===== config.mk =====
export PLATFORM = sky130hd
export DESIGN_NAME = shift_unit_arbiter
export DESIGN_NICKNAME = d
export VERILOG_FILES = /design/src/rtl/shift_pkg.sv /design/src/rtl/shift_core.sv /design/src/rtl/shift_unit_arbiter.sv
export SDC_FILE = /design/constraint.sdc
export NUM_CORES = 1
export LEC_CHECK = 0
export CORE_UTILIZATION = 60
export DETAILED_ROUTE_END_ITERATION = 12
export GPL_ROUTABILITY_DRIVEN = 0
export MAX_ROUTING_LAYER = met4
export PLACE_DENSITY = 0.87
export SLEW_MARGIN = 20
export SYNTH_ARGS = -nofsm -noshare
export SYNTH_HDL_FRONTEND = slang
export SYNTH_HIERARCHICAL = 1
export SYNTH_SLANG_ARGS = --single-unit

===== constraint.sdc =====
create_clock -name i_clk -period 6.13 [get_ports i_clk]
set_input_delay 0.9195 -clock i_clk [delete_from_list [all_inputs] [get_ports i_clk]]
set_output_delay 0.9195 -clock i_clk [all_outputs]
set_load 0.03 [all_outputs]

===== src/rtl/shift_pkg.sv =====
// Shared definitions for the shift unit arbiter.
//   shift_op_e : operation encoding carried with each request
//   SHAMT_W    : width of a shift amount for a 32-bit operand
//   bit_rev32  : 32-bit bit reversal, used to turn a left shift into a right shift
package shift_pkg;

  localparam int SHAMT_W = 5;

  typedef enum logic [1:0] {
    SH_SLL = 2'b00,
    SH_SRL = 2'b01,
    SH_SRA = 2'b10,
    SH_RSV = 2'b11
  } shift_op_e;

  function automatic logic [31:0] bit_rev32(input logic [31:0] x);
    logic [31:0] r;
    for (int i = 0; i < 32; i++) begin
      r[i] = x[31-i];
    end
    return r;
  endfunction

endpackage


===== src/rtl/shift_core.sv =====
// Combinational 32-bit left shifter with zero fill.
//   a : operand
//   n : shift amount (0..31)
//   y : a << n
// Built as a mux over 32 pre-shifted copies of the operand.
module shift_core
  import shift_pkg::*;
(
  input  logic [31:0]        a,
  input  logic [SHAMT_W-1:0] n,
  output logic [31:0]        y
);

  logic [31:0] pre [32];

  for (genvar k = 0; k < 32; k++) begin : g_pre
    assign pre[k] = a << k;
  end

  assign y = pre[n];

endmodule


===== src/rtl/shift_unit_arbiter.sv =====
// Shares one 32-bit shift datapath between two requesters (0 = integer ALU
// pipe, 1 = load/store byte-alignment path) with round-robin arbitration and
// a two-stage pipeline (S1 = operand register, S2 = result register).
//   i_clk, i_reset           : clock, asynchronous active-high reset
//   i_req_valid/o_req_ready  : per-requester request handshake
//   i_req_data/shamt/op/tag  : per-requester payload
//   o_res_valid/i_res_ready  : result handshake
//   o_res_data/id/tag        : shift result, issuing requester, echoed tag
//   o_busy                   : S1 or S2 holds an entry
//
// Handshakes: a transfer happens on a rising edge where valid and ready are
// both high. A requester holds valid and payload stable until it sees ready;
// the result side holds o_res_* stable while o_res_valid is high and
// i_res_ready is low. Ready never depends on the same-side valid of the other
// requester being dropped, so a held request is always eventually granted.
module shift_unit_arbiter
  import shift_pkg::*;
#(
  parameter int TAG_W  = 4,
  parameter int DATA_W = 32
) (
  input  logic                          i_clk,
  input  logic                          i_reset,
  input  logic [1:0]                    i_req_valid,
  output logic [1:0]                    o_req_ready,
  input  logic [1:0][DATA_W-1:0]        i_req_data,
  input  logic [1:0][SHAMT_W-1:0]       i_req_shamt,
  input  logic [1:0][1:0]               i_req_op,
  input  logic [1:0][TAG_W-1:0]         i_req_tag,
  output logic                          o_res_valid,
  input  logic                          i_res_ready,
  output logic [DATA_W-1:0]             o_res_data,
  output logic                          o_res_id,
  output logic [TAG_W-1:0]              o_res_tag,
  output logic                          o_busy
);

  localparam logic [31:0] ONES = 32'hFFFF_FFFF;

  // S1 stage
  logic                s1_valid;
  shift_op_e           s1_op;
  logic [31:0]         s1_data;
  logic [SHAMT_W-1:0]  s1_shamt;
  logic [TAG_W-1:0]    s1_tag;
  logic                s1_id;

  logic                rr_ptr;

  logic                s2_free;
  logic                s1_adv;
  logic                can_acc;
  logic [1:0]          grant;
  logic                gid;
  logic                accept;

  assign s2_free = !o_res_valid || i_res_ready;
  assign s1_adv  = s1_valid && s2_free;
  assign can_acc = !s1_valid || s2_free;

  // With both requesters valid, rr_ptr picks; otherwise the lone valid wins.
  always_comb begin
    grant = i_req_valid;
    if (i_req_valid == 2'b11) begin
      grant = rr_ptr ? 2'b10 : 2'b01;
    end
  end

  assign o_req_ready = can_acc ? grant : 2'b00;
  assign gid         = grant[1];
  assign accept      = |(i_req_valid & o_req_ready);
  assign o_busy      = s1_valid || o_res_valid;

  always_ff @(posedge i_clk or posedge i_reset) begin
    if (i_reset) begin
      s1_valid <= 1'b0;
      s1_op    <= SH_SLL;
      s1_data  <= '0;
      s1_shamt <= '0;
      s1_tag   <= '0;
      s1_id    <= 1'b0;
      rr_ptr   <= 1'b0;
    end else begin
      if (accept) begin
        s1_valid <= 1'b1;
        s1_op    <= shift_op_e'(i_req_op[gid]);
        s1_data  <= i_req_data[gid][31:0];
        s1_shamt <= i_req_shamt[gid];
        s1_tag   <= i_req_tag[gid];
        s1_id    <= gid;
        rr_ptr   <= ~gid;
      end else if (s1_adv) begin
        s1_valid <= 1'b0;
      end
    end
  end

  // Right shifts reuse the left shifter on the bit-reversed operand. SRA
  // ORs in a sign-fill mask: the top n bits set, derived by reversing
  // (ONES << n) and inverting it.
  logic [31:0] core_in;
  logic [31:0] core_out;
  logic [31:0] mask_out;
  logic [31:0] srl_val;
  logic [31:0] sign_fill;
  logic [31:0] result;

  assign core_in = (s1_op == SH_SLL) ? s1_data : bit_rev32(s1_data);

  shift_core u_core_data (
    .a (core_in),
    .n (s1_shamt),
    .y (core_out)
  );

  shift_core u_core_mask (
    .a (ONES),
    .n (s1_shamt),
    .y (mask_out)
  );

  assign srl_val   = bit_rev32(core_out);
  assign sign_fill = s1_data[31] ? ~bit_rev32(mask_out) : 32'h0;

  always_comb begin
    result = 32'h0;
    case (s1_op)
      SH_SLL:  result = core_out;
      SH_SRL:  result = srl_val;
      SH_SRA:  result = srl_val | sign_fill;
      default: result = 32'h0;
    endcase
  end

  // S2 stage doubles as the output register.
  always_ff @(posedge i_clk or posedge i_reset) begin
    if (i_reset) begin
      o_res_valid <= 1'b0;
      o_res_data  <= '0;
      o_res_id    <= 1'b0;
      o_res_tag   <= '0;
    end else begin
      if (s1_adv) begin
        o_res_valid <= 1'b1;
        o_res_data  <= DATA_W'(result);
        o_res_id    <= s1_id;
        o_res_tag   <= s1_tag;
      end else if (i_res_ready) begin
        o_res_valid <= 1'b0;
      end
    end
  end

endmodule


; ---- Word level (Yosys, flattened, before mapping)
; Memories as Yosys holds them, arrays and structs flattened.
; Cells that the tools add are included.
[totals]
regBits = 84
rom_bits = 1024
output_inout_bits = 41
mem_count = 1
[mem_list]
columns = memory, words, width, rd, rd_clocked_by_memory_dff, write_ports, line
row1 = (no name shown), 32, 32, 1, 0, 0, shift_core.sv:20  ; assign y = pre[n];
[classes]
order_cmp = 2
n_eq_ne = 3
muxes = 23
n_bitwise = 5
reduce_logical = 10
[ops]
columns = op, n
row1 = 32-bit 2-to-1 mux, 8
row2 = 32-bit binary-select mux with 5-bit select, 1
row3 = 32-bit case mux with 3 select lines, 1
row4 = 32-bit NOT, 1
row5 = 32-bit bitwise OR, 1
row6 = 2-bit 2-to-1 mux, 5
row7 = 5-bit 2-to-1 mux, 2
row8 = 4-bit 2-to-1 mux, 2
row9 = 6-bit greater-or-equal comparator (second input constant), 1
row10 = 5-bit NOT with 6-bit output, 1
row11 = 2-bit == test (second input constant), 2
row12 = 1-bit 2-to-1 mux, 4
row13 = 2-bit nonzero test, 2
row14 = 1-bit logical OR, 3
row15 = 2-bit AND, 1
row16 = 2-bit by 1-bit == test with 1-bit output (second input constant), 1
row17 = 1-bit zero test, 2
row18 = 2-bit zero test, 1
row19 = 1-bit by 2-bit less-than comparator with 1-bit output (second input constant), 1
row20 = 2-bit OR reduction, 1
row21 = 1-bit logical AND, 1
row22 = 1-bit NOT, 1

; ---- Depth between registers and ports, before layout
; Gate-level depths: netlist of run 1.
[depth]
ltp_word = 8
mapped_depth = 12

; ---- By module
; Netlist of run 1, hierarchy kept.
[by_module_without_submodules]
columns = module, n_inst, cells_each, area_each_um2, seq_area_each_um2
row1 = shift_unit_arbiter, 1, 513, 5066.1, 2102.0
row2 = shift_core, 2, 181, 1781.7, 0.0

; ---- Worst setup path before layout of run 1
; Ideal clock, no wire load.
[synth_timing]
kind = input port to output port
startpoint = in i_req_valid[0]
endpoint = out o_req_ready[1]
arrival_time_ps = 2079
required_time_ps = 5210
slack_ps = 3131
path_stages = 4
n_path_buf = 2
cell_sequence = nor2b_1 buf_4 buf_6 nor3b_1
[synth_via]
elab_chain_cells = 3
[synth_lines]
columns = element, line
row1 = start: declaration, shift_unit_arbiter.sv:24  ; input logic [1:0] i_req_valid,
row2 = 2-bit == test, shift_unit_arbiter.sv:64  ; if (i_req_valid == 2'b11) begin
row3 = 2-bit 2-to-1 mux, shift_unit_arbiter.sv:64
row4 = 2-bit 2-to-1 mux, shift_unit_arbiter.sv:69  ; assign o_req_ready = can_acc ? grant : 2'b00;
row5 = end: declaration, shift_unit_arbiter.sv:25  ; output logic [1:0] o_req_ready,
; No other way between the ends.

; ---- Final worst setup path of run 1
[layout_timing]
startpoint = in i_res_ready
endpoint = out o_req_ready[0]
[layout_via]
elab_chain_cells = 3
[layout_lines]
columns = element, line
row1 = start: declaration, shift_unit_arbiter.sv:31  ; input logic i_res_ready,
row2 = 1-bit logical OR, shift_unit_arbiter.sv:57  ; assign s2_free = !o_res_valid || i_res_ready;
row3 = 1-bit logical OR, shift_unit_arbiter.sv:59  ; assign can_acc = !s1_valid || s2_free;
row4 = 2-bit 2-to-1 mux, shift_unit_arbiter.sv:69
; No other way between the ends.

==> results of run 1 <==
[registers in the layout, indices dropped and copies added (netlist names)]
register	cells
o_res_data	32
s1_data	32
s1_shamt	5
o_res_tag	4
s1_tag	4
s1_op	2
o_res_id	1
o_res_valid	1
rr_ptr	1
s1_id	1
s1_valid	1
[stage by stage]
step	total power (W)	hold slack [ns]	util [%]
after floorplan	0.002897	0.4651	-
after global placement	0.003446	0.4736	72.87
after detailed placement	0.003505	0.4842	72.87
after CTS	0.004109	0.4976	75.11
after global routing	0.004418	0.5292	75.19
final	0.004201	0.4956	75.19
[kinds of logic after synthesis]
group / synth area share (%)
compound gates: 31.62
buf+inv: 7.743
flops: 24.36
mux: 22.46
other cells: 0.04346
simple gates: 13.77
[where the power goes]
part / switching [W] / internal [W]
combinational: 0.00149 / 0.00117
clock: 0.000231 / 0.000364
sequential: 0.000205 / 0.000738
total: 0.00193 / 0.00227
[layout by cell type (no fill, tap or decap), drive strengths merged, types with 3 or more instances in the layout]
cell,n
dfrtp,84
a22o,11
and2b,3
o221ai,5
clkbuf,10
a311oi,4
o21a,3
nor2,44
o211ai,9
clkinv,4
a211oi,17
mux2i,14
mux2,31
o32ai,73
nand2b,11
nor2b,39
nor3b,3
nand3b,4
a22oi,24
inv,7
nand3,8
a211o,4
a2bb2oi,44
conb,142
or2,8
mux4,62
buf,10
o22ai,6
nand2,122
a21oi,40
a31o,4
o31ai,30
o21ai,37
a221oi,6
clkdlybuf4s50,131
[metal layers]
layer | GRT usage [%] | up-vias | wire, um
met1 | 46.11 | 3945 | 9945
li1 | - | 3756 | -
met3 | 5.478 | 83 | 2041
met4 | 17.28 | 0 | 1062
met2 | 52.44 | 515 | 11000
met5 | - | - | 0
[area by class of cell]
cell class / count / share of cell area, %
clock inverters: 4 / 0.7046
flip-flops and latches: 84 / 20.12
inverters: 9 / 0.3344
clock buffers: 10 / 2.281
well taps: 180 / 2.150
multi-input cells: 831 / 61.14
repair buffers: 141 / 13.27
[cell usage after synthesis (3+ instances only)]
library cell / instances / share of area (%)
inv_1: 5 / 0.22
a211oi_1: 17 / 1.5
o32ai_1: 66 / 6.7
nor2_1: 44 / 1.9
nand2_1: 121 / 5.3
a311oi_1: 4 / 0.41
a22o_1: 11 / 1.1
a22oi_1: 24 / 2.1
buf_6: 24 / 3.1
mux2i_1: 14 / 1.6
mux4_1: 14 / 4.3
o31ai_1: 3 / 0.26
a21oi_1: 40 / 2.3
buf_4: 13 / 1.1
buf_2: 22 / 1.3
o31ai_2: 27 / 3.9
o221ai_1: 5 / 0.51
clkbuf_1: 31 / 1.3
and2b_1: 3 / 0.26
a211o_1: 4 / 0.41
nand3b_1: 3 / 0.26
or2_2: 7 / 0.51
nand3_1: 8 / 0.46
a221oi_1: 4 / 0.41
nor3b_1: 3 / 0.26
mux4_2: 48 / 13
mux2_2: 29 / 3.8
o21ai_0: 37 / 2.1
o211ai_1: 9 / 0.78
a2bb2oi_1: 37 / 3.8
o22ai_1: 6 / 0.44
nor2b_1: 39 / 2.8
o32ai_2: 7 / 1.3
o21a_1: 3 / 0.26
a2bb2oi_2: 7 / 1.2
nand2b_1: 11 / 0.80
dfrtp_1: 84 / 24
[worst max-delay path, delay by kind of cell]
kind | cells | cell delay, ns
buffers and inverters | 2 | 1.06
and+or+nand+nor | 1 | 0.88
AOI/OAI and AO/OA | 1 | 0.15
[worst min-delay path by stage]
stage                  from      endpoint  slack [ns]  cells after the start
4_1_cts        o_res_tag[3]  o_res_tag[3]        0.50                      1
6_report       o_res_tag[3]  o_res_tag[3]        0.50                      1
5_1_grt           s1_tag[0]     s1_tag[0]        0.53                      1
2_1_floorplan     s1_tag[3]  o_res_tag[3]        0.47                      1
3_5_place_dp   o_res_tag[3]  o_res_tag[3]        0.48                      1
3_3_place_gp   o_res_tag[3]  o_res_tag[3]        0.47                      1
==> impl_results.md, run 1 <==
- Setup tns final: 0 ns
- Pin slew with the least headroom to its limit: roughly 1.1 ns
- Die Footprint: between 0.01 and 0.015 mm^2
- Layout filler cell count: approximately 980
- Post-synth EDFFs: 0
- Hold_buf cts: 0
- Antenna viol nets, final: 0
- Reg2Reg Depth: 7
- Rows: 43
- Routed WL: roughly 24 mm
- Initial DRC count: between 900 and 1k
- Core area: 0.01393 mm^2
- Largest net degree at the start of global routing: between 80 and 90
- Chip height: approximately 120 um
- Crit path cell chain: clkdlybuf4s50_1, and2b_1, a21oi_1, clkdlybuf4s50_1
- Clock skew: 0.009234 ns
- Post-DP HPWL: between 15 and 20 mm
- R2R Path End: o_res_data[1]
- Final instance area: approximately 0.010 mm^2
- GRT Overall Usage: a little over a third
- Slowest cell on crit path: and2b_1
- Vias in the first global route: 7608
- Clock root cell: clkbuf_16
- Num CTS Buffers: 9
- Max Cap Violations: 0
- Ys async rst share: between 90% and 100%
- Worst setup SP type: input port
- Routed len/inst: ~19 um
- Footprint of the multi-input gates: 0.006406 mm^2
- Top_reg_cell synth: dfrtp_1
- Pre-CTS setup slack: about 2.2 ns
- CP max stage delay: a little under 0.9 ns
- Worst hold-check path type: register to register
- Via density: 6.592
- Worst path required time: between 5 and 6 ns
- Status: finished, final reports clean
- Synth cell types: between 60 and 70
- Worst slew margin: around 30%
- Synthesized flop and latch total: 84
- Final nets: 1167
- Mapped Area: 0.008630 mm^2
- DRC violations left: 0
- Antenna Cells: 0
- Peak VDD IR: ~0.00022 V
- Placed cells: 1245
- Worst skew pair latency: around 0.35 ns
- Crit. End Element: primary output
- Slew Limit Fails: 0
- CTS tree: done
- Min Clock Period, post-route: 3.928 ns
- CTS resizes: 0
- Initial Utilization: roughly three fifths
- Mean Syn Cell Area: 9.862 um^2
- Drt first pass iters: 5
- F_max: about 250 MHz
- Port bufs: 131
- Antenna violations before repair: 0
- Critical path's most frequent cell: clkdlybuf4s50_1
- RSZ-0062 raised after global routing: no
- Period utilisation layout: around 64%
- Area grow syn2layout: 21.41%
- Grt total ovfl: 0
- Layout cells sized above 1: 15.20%
- Chip width: about 120 um
- CP Max Fanout: 33
- Cells after Synth: between 800 and 900
- CTS Buffer Depth: 2
- Reg area: approximately 0.0021 mm^2
- Global-route wire length before repair: about 39 mm
- Crit path kind: input port to primary output
- Reg clk slew, reported paths: roughly 0.060 ns
- Pwr Density: approximately 400 mW/mm^2
- Yosys warns: 6
- Seq/Total Area, Yosys: 24.36%
- R2r startpoint: s1_shamt[4]
- R2R Setup Slk: between 2 and 3 ns
- Postcts setup bufs: 0
- Setup crit end: o_req_ready[0]
- Top-Level Pins: approximately 130
- H-Tree Depth: 3
- Final Hold Fails: 0
- Cell Count, Final, Fillers Out: roughly 1.3k
- Final Setup Violations: 0
- Crit. Startpoint: i_res_ready
- Leak: 4.175 nW
- Vias: ~8.3k
- Final WS setup: ~2.2 ns
- Clock Sink Count: 84
- DP Area: 0.01015 mm^2
- Worst EP arrival: 3.01 ns
(Power assumes the default switching activity.)
==> run 2: changes to the inputs <==
--- a/config.mk
+++ b/config.mk
@@ -5,11 +5,11 @@
 export SDC_FILE = /design/constraint.sdc
 export NUM_CORES = 1
 export LEC_CHECK = 0
-export CORE_UTILIZATION = 60
+export CORE_UTILIZATION = 51
 export DETAILED_ROUTE_END_ITERATION = 12
 export GPL_ROUTABILITY_DRIVEN = 0
 export MAX_ROUTING_LAYER = met4
-export PLACE_DENSITY = 0.87
+export PLACE_DENSITY = 0.79
 export SLEW_MARGIN = 20
 export SYNTH_ARGS = -nofsm -noshare
 export SYNTH_HDL_FRONTEND = slang
==> constraint.sdc (replaced) <==
create_clock -name i_clk -period 3.6 [get_ports i_clk]
set_input_delay 0.54 -clock i_clk [delete_from_list [all_inputs] [get_ports i_clk]]
set_output_delay 0.54 -clock i_clk [all_outputs]
set_load 0.03 [all_outputs]
==> impl_results.md, run 2 (synthesis gave the netlist of run 1 again) <==
- Status: finished, final reports clean
- GRT Overall Usage: 30.01% (-4.9 points)
- Combinational cell fraction of total power: 64.0% (+0.6 points)
- Pwr Density: 675.5 mW/mm^2 (+68%)
- Hold_buf cts: 0 (unchanged)
- Chip width: 132.1 um (+8.3%)
- CTS tree: done
- Slew Limit Fails: 0 (unchanged)
- Max Cap Violations: 0 (unchanged)
- Global-route wire length before repair: 40.25 mm (+4.0%)
- Antenna Cells: 0 (unchanged)
- Worst Hold Path EP: o_res_id
- Routed WL: 24.59 mm (+2.3%)
- Top-Level Pins: 132 (unchanged)
- Antenna viol nets, final: 0 (unchanged)
- Sw Pwr: 0.003329 W (+73%)
- Initial Utilization: 52.22% (-9.7 points)
- Clock skew: 0.005870 ns (-0.003364 ns)
- Via density: 6.314 (-4.2%)
- Net Sw Frac: 46.45% (+0.55 points)
- Clock root cell: clkbuf_16
- Worst skew pair latency: 0.35 ns (about the same)
- Hold Path Depth: 1 (unchanged)
- Crit path kind: register to register
- Hold path startpoint: o_res_id
- Postcts setup bufs: 0 (unchanged)
- Worst EP arrival: 3.52 ns (+0.51 ns)
- Final nets: 1177 (+0.86%)
- Most frequent cells in the layout: conb_1, clkdlybuf4s50_1, nand2_1
- Finished Core Util: 64.19% (-11 points)
- R2R Setup Slk: 0.30 ns (-2.51 ns)
- Die Footprint: 0.01745 mm^2 (+17%)
- Slowest cell on crit path: or2_2
- CTS Buffer Depth: 2 (unchanged)
- Commonest non-fill, non-tap cell in the layout: conb_1
- Crit path cell chain: or2_2, nand2_1, nand2_1, mux4_2, a222oi_1, o22ai_1, a31o_1, o32ai_1, o31ai_2
- Post-DP HPWL: 18.25 mm (+5.3%)
- RSZ-0062 raised after global routing: no
- DRC violations left: 0 (unchanged)
- R2r startpoint: s1_op[1]
- Final Setup Violations: 0 (unchanged)
- Worst hold-check path type: register to register
- Peak VDD IR: 0.0003775 V (+68%)
- Initial DRC count: 1019 (+2.9%)
- Area grow syn2layout: 22.92%
- Grt total ovfl: 0 (unchanged)
- Final Hold Fails: 0 (unchanged)
- Worst slew margin: 32.54% (+3.3 points)
- Layout cells sized above 1: 16.13% (+0.93 points)
- Reg area: 0.002108 mm^2 (unchanged)
- F_max: approximately 300 MHz
- Port bufs: 131 (unchanged)
- Footprint of the multi-input gates: 0.006404 mm^2 (about the same)
- H-Tree Depth: 3 (unchanged)
- Critical path's most frequent cell: nand2_1
- Num CTS Buffers: 9 (unchanged)
- Worst path required time: 3.82 ns (-1.39 ns)
- Routed len/inst: 18.76 um (-1.8%)
- Period utilisation layout: 91.73%
- Pin slew with the least headroom to its limit: 1.011 ns (-0.04787 ns)
- Int Power: 0.003837 W (+69%)
- Crit. End Element: register
- Largest net degree at the start of global routing: 63 (-26%)
- Vias: 8278 (-0.25%)
- Setup tns final: 0 ns (unchanged)
- Core area: 0.01652 mm^2 (+19%)
- CTS resizes: 0 (unchanged)
- Largest registers: o_res_data: 32 flops, s1_data: 32 flops, s1_shamt: 5 flops
- Rows: 47 (+9.3%)
- R2R Path End: o_res_data[4]
- Reg clk slew, reported paths: 0.07 ns (about the same)
- Seq pwr share: 22.4% (about the same)
- Worst setup SP type: register
- Antenna violations before repair: 0 (unchanged)
- Layout filler cell count: 1376 (+41%)
- CP Max Fanout: 35 (+6.1%)
- CP max stage delay: 0.56 ns (-0.32 ns)
- Clock power frac: 13.5% (-0.7 points)
- Vias in the first global route: 7730 (+1.6%)
- Leak: 4.219 nW (+1.1%)
- Clock Sink Count: 84 (unchanged)
- Chip height: 132.1 um (+8.3%)
- Drt first pass iters: 6 (+1)
- Min Clock Period, post-route: 3.302 ns
- Reg2Reg Depth: 9 (+2)
==> run 2: cell count changes in the layout (fill, tap and decap cells not counted) <==
cell	before	now
buf_4	9	19
or2_2	7	8
or2_4	1	0
clkinvlp_4	0	1
bufinv_16	2	1
buf_12	0	1
clkinv_4	0	3
clkinv_2	2	1
buf_6	1	0
==> run 2: stage by stage <==
stage | hold WS (ns) | instance area (um^2) | setup slack [ns] | power (W) | cells
2_1_floorplan | 0.4651 | 9159 | 0.8522 | 0.004934 | 1016
3_3_place_gp | 0.4686 | 10290 | 0.5086 | 0.005966 | 1295
3_5_place_dp | 0.4837 | 10290 | 0.4086 | 0.006039 | 1295
4_1_cts | 0.5006 | 10600 | 0.3728 | 0.007029 | 1311
5_1_grt | 0.5204 | 10610 | 0.1138 | 0.007549 | 1311
6_report | 0.4987 | 10610 | 0.2975 | 0.007166 | 1311
==> run 2: worst max-delay path by stage <==
stage	to	start
after global placement	o_res_data[4]	s1_op[0]
final	o_res_data[4]	s1_op[1]
after floorplan	o_res_data[0]	s1_op[0]
after CTS	o_res_data[4]	s1_op[1]
after global routing	o_res_data[4]	s1_op[1]
after detailed placement	o_res_data[4]	s1_op[1]
==> run 2: power by group through the flow <==
stage | combinational (W) | clock (W) | sequential (W)
6_report | 0.00459 | 0.000971 | 0.00161
5_1_grt | 0.00487 | 0.00102 | 0.00166
4_1_cts | 0.00444 | 0.000983 | 0.00160
3_5_place_dp | 0.00442 | 0 | 0.00161
3_3_place_gp | 0.00436 | 0 | 0.00160
2_1_floorplan | 0.00311 | 0 | 0.00183
==> run 2: layer usage <==
metal  wire length, um  part of all wire [%]  GRT usage [%]  vias to the layer above
met1             10380                    42          40.98                     3928
li1                  -                     -              -                     3764
met3              2192                   8.9          5.459                       89
met4              1068                   4.3          14.15                        0
met5                 0                     0              -                        -
met2             10940                    45          43.18                      497
==> run 2: area by class of cell <==
class / count / share of cell area, %
Clock buffer: 10 / 2.253
Clock inverter: 6 / 0.6841
Inverter: 9 / 0.3303
Multi-Input combinational cell: 831 / 60.37
Sequential cell: 84 / 19.87
Tap cell: 220 / 2.595
Timing Repair Buffer: 151 / 13.89
==> run 2: worst max-delay path: cells and delay by family (launching register included) <==
kind | cells | cell delay (ns)
muxes | 1 | 0.50
and+or+nand+nor | 3 | 0.86
AOI/OAI and AO/OA | 5 | 1.34
DFF | 1 | 0.45
==> run 3: changes to the inputs <==
--- a/config.mk
+++ b/config.mk
@@ -5,13 +5,12 @@
 export SDC_FILE = /design/constraint.sdc
 export NUM_CORES = 1
 export LEC_CHECK = 0
-export CORE_UTILIZATION = 51
+export CORE_UTILIZATION = 48
 export DETAILED_ROUTE_END_ITERATION = 12
 export GPL_ROUTABILITY_DRIVEN = 0
 export MAX_ROUTING_LAYER = met4
-export PLACE_DENSITY = 0.79
+export PLACE_DENSITY = 0.78
 export SLEW_MARGIN = 20
 export SYNTH_ARGS = -nofsm -noshare
 export SYNTH_HDL_FRONTEND = slang
-export SYNTH_HIERARCHICAL = 1
 export SYNTH_SLANG_ARGS = --single-unit
==> impl_results.md, run 3 <==
- Status: finished, final reports clean
- Reg area: 0.002103 mm^2 (-0.24%)
- Max Cap Violations: 0 (unchanged)
- Core area: 0.01324 mm^2 (-20%)
- GRT Overall Usage: 33.24% (+3.2 points)
- CTS Buffer Depth: 2 (unchanged)
- Worst setup SP type: register
- Top_reg_cell synth: dfrtp_1
- DRC violations left: 0 (unchanged)
- Layout cells sized above 1: 12.94% (-3.2 points)
- Synth cell types: 59 (-6.3%)
- Leak: 3.394 nW (-20%)
- Setup tns final: 0 ns (unchanged)
- R2R Path End: o_res_data[10]
- Area grow syn2layout: 27.61%
- List of most frequent post-synthesis cells: nand2_1, dfrtp_1, a22oi_1
- Via density: 6.817 (+8.0%)
- Min Clock Period, post-route: 3.158 ns (-0.1449 ns)
- Drt first pass iters: 7 (+1)
- Worst Hold Path EP: o_res_tag[2]
- Global-route wire length before repair: 35.56 mm (-12%)
- Count leader, synth: nand2_1
- Post-synth EDFFs: 0 (unchanged)
- Mapped Area: 0.006534 mm^2 (-24%)
- Largest registers: o_res_data: 32 flops, s1_data: 32 flops, s1_shamt: 5 flops
- Mapped Nets: 830
- CTS resizes: 0 (unchanged)
- Synthesized flop and latch total: 84 (unchanged)
- Hold path startpoint: s1_tag[2]
- Clock root cell: clkbuf_16
- Clock Sink Count: 84 (unchanged)
- Seq/Total Area, Yosys: 32.17% (+7.8 points)
- Hold Path Depth: 2 (+1)
- Die Footprint: 0.01408 mm^2 (-19%)
- Worst skew pair latency: 0.35 ns (about the same)
- Period utilisation layout: 87.71% (-4.0 points)
- Footprint of the multi-input gates: 0.004164 mm^2 (-35%)
- Top cells by area, synth: dfrtp_1, mux4_2, nand2_1
- Initial Utilization: 49.34% (-2.9 points)
- R2r startpoint: s1_op[1]
- Num CTS Buffers: 9 (unchanged)
- Worst EP arrival: 3.38 ns (-0.14 ns)
- Finished Core Util: 62.96% (-1.2 points)
- Post-DP HPWL: 16.25 mm (-11%)
- Pin slew with the least headroom to its limit: 0.7518 ns (-0.2591 ns)
- Worst path required time: 3.83 ns (about the same)
- Hold_buf cts: 0 (unchanged)
- Pre-CTS setup slack: 0.5086 ns (+0.1000 ns)
- Peak VDD IR: 0.0003505 V (-7.2%)
- Worst hold-check path type: register to register
- CTS tree: done
- RSZ-0062 raised after global routing: no
- H-Tree Depth: 3 (unchanged)
- Reg2Reg Depth: 9 (unchanged)
- Postcts setup bufs: 0 (unchanged)
- Synth top area share: 32.17% (+7.8 points)
- Chip height: 118.7 um (-10%)
- Initial DRC count: 1204 (+18%)
- Ys async rst share: 100.0% (unchanged)
- Crit path kind: register to register
- Vias: 6994 (-16%)
- Final Hold Fails: 0 (unchanged)
- Largest area contributor in the netlist: dfrtp_1
- Final WS setup: 0.4425 ns (+0.1449 ns)
- Worst slew margin: 49.88% (+17 points)
- Pwr Density: 743.5 mW/mm^2 (+10%)
- Yosys warns: 0 (-6)
- Vias in the first global route: 6714 (-13%)
- Rows: 42 (-11%)
- Antenna viol nets, final: 0 (unchanged)
- Cells after Synth: 739 (-16%)
- Routed len/inst: 21.76 um (+16%)
- Slew Limit Fails: 0 (unchanged)
- Commonest non-fill, non-tap cell in the layout: nand2_1
- Final nets: 936 (-20%)
- Largest net degree at the start of global routing: 51 (-19%)
- Antenna violations before repair: 0 (unchanged)
- Reg clk slew, reported paths: 0.07 ns (about the same)
- R2R Setup Slk: 0.44 ns (+0.14 ns)
- Layout filler cell count: 1113 (-19%)
- F_max: 316.7 MHz (+4.6%)
- Crit. End Element: register
- Chip width: 118.7 um (-10%)
- Routed WL: 22.33 mm (-9.2%)
- Final Setup Violations: 0 (unchanged)
- Port bufs: 131 (unchanged)
- CP Max Fanout: 29 (-17%)
- Clock skew: 0.01042 ns (+0.004548 ns)
- Top-Level Pins: 132 (unchanged)
- Antenna Cells: 0 (unchanged)
- Mean Syn Cell Area: 8.841 um^2 (-10%)
- Grt total ovfl: 0 (unchanged)
- Most frequent cells in the layout: nand2_1, clkdlybuf4s50_1, dfrtp_1
run 3: layout make-up:
class / instances / area share, %
well taps: 176 / 2.641
clock buffers: 11 / 2.791
repair buffers: 156 / 18.13
multi-input cells: 582 / 49.94
clock inverters: 5 / 0.7203
inverters: 12 / 0.5552
flip-flops and latches: 84 / 25.23
run 3: where the power goes:
| group | switching (W) | internal, W | leakage [nW] |
|---|---|---|---|
| registers | 0.000324 | 0.00123 | 1.02 |
| logic | 0.00216 | 0.00155 | 2.23 |
| clock network | 0.000388 | 0.000542 | 0.141 |
run 3: worst max path at each step:
stage	depth (start not counted)	to	from	slack (ns)
final	9	o_res_data[10]	s1_op[1]	0.44
after global routing	9	o_res_data[7]	s1_op[1]	0.30
after floorplan	8	o_res_data[10]	s1_op[1]	0.71
after detailed placement	9	o_res_data[10]	s1_op[1]	0.51
after CTS	9	o_res_data[10]	s1_op[1]	0.49
after global placement	8	o_res_data[10]	s1_op[1]	0.62
run 3: cells by family (layout without fill, tap and decap cells):
logic type / Yosys count / after routing / synth area share [%]
and+or+nand+nor: 279 / 279 / 18.29
buffers and inverters: 73 / 184 / 4.519
DFF: 84 / 84 / 32.17
AOI/OAI and AO/OA: 221 / 221 / 23.75
muxes: 82 / 82 / 21.28
run 3: critical path, stage by stage (launching register included):
cell	delay [ns]
dfrtp_1	0.41
buf_4	0.19
nor2_2	0.12
buf_4	0.38
mux4_2	0.60
mux4_2	0.51
a22oi_1	0.23
o31ai_1	0.14
a2111oi_2	0.37
a21oi_1	0.08
run 3: stage by stage:
step | instance area [um^2] | instances | power (W) | hold slack, ns
final | 8338 | 1026 | 0.006199 | 0.4737
after global routing | 8338 | 1026 | 0.006451 | 0.5108
after CTS | 8338 | 1026 | 0.006066 | 0.4785
after detailed placement | 8045 | 1010 | 0.005113 | 0.4672
after global placement | 8045 | 1010 | 0.005042 | 0.4470
after floorplan | 6534 | 739 | 0.003904 | 0.4386
run 3: routing by layer:
layer / vias up / GRT usage [%] / wire length [um]
met5: - / - / 0
met4: 0 / 20.49 / 1357
met3: 141 / 8.060 / 2840
met2: 606 / 49.34 / 9959
met1: 3230 / 40.88 / 8171
li1: 3017 / - / -
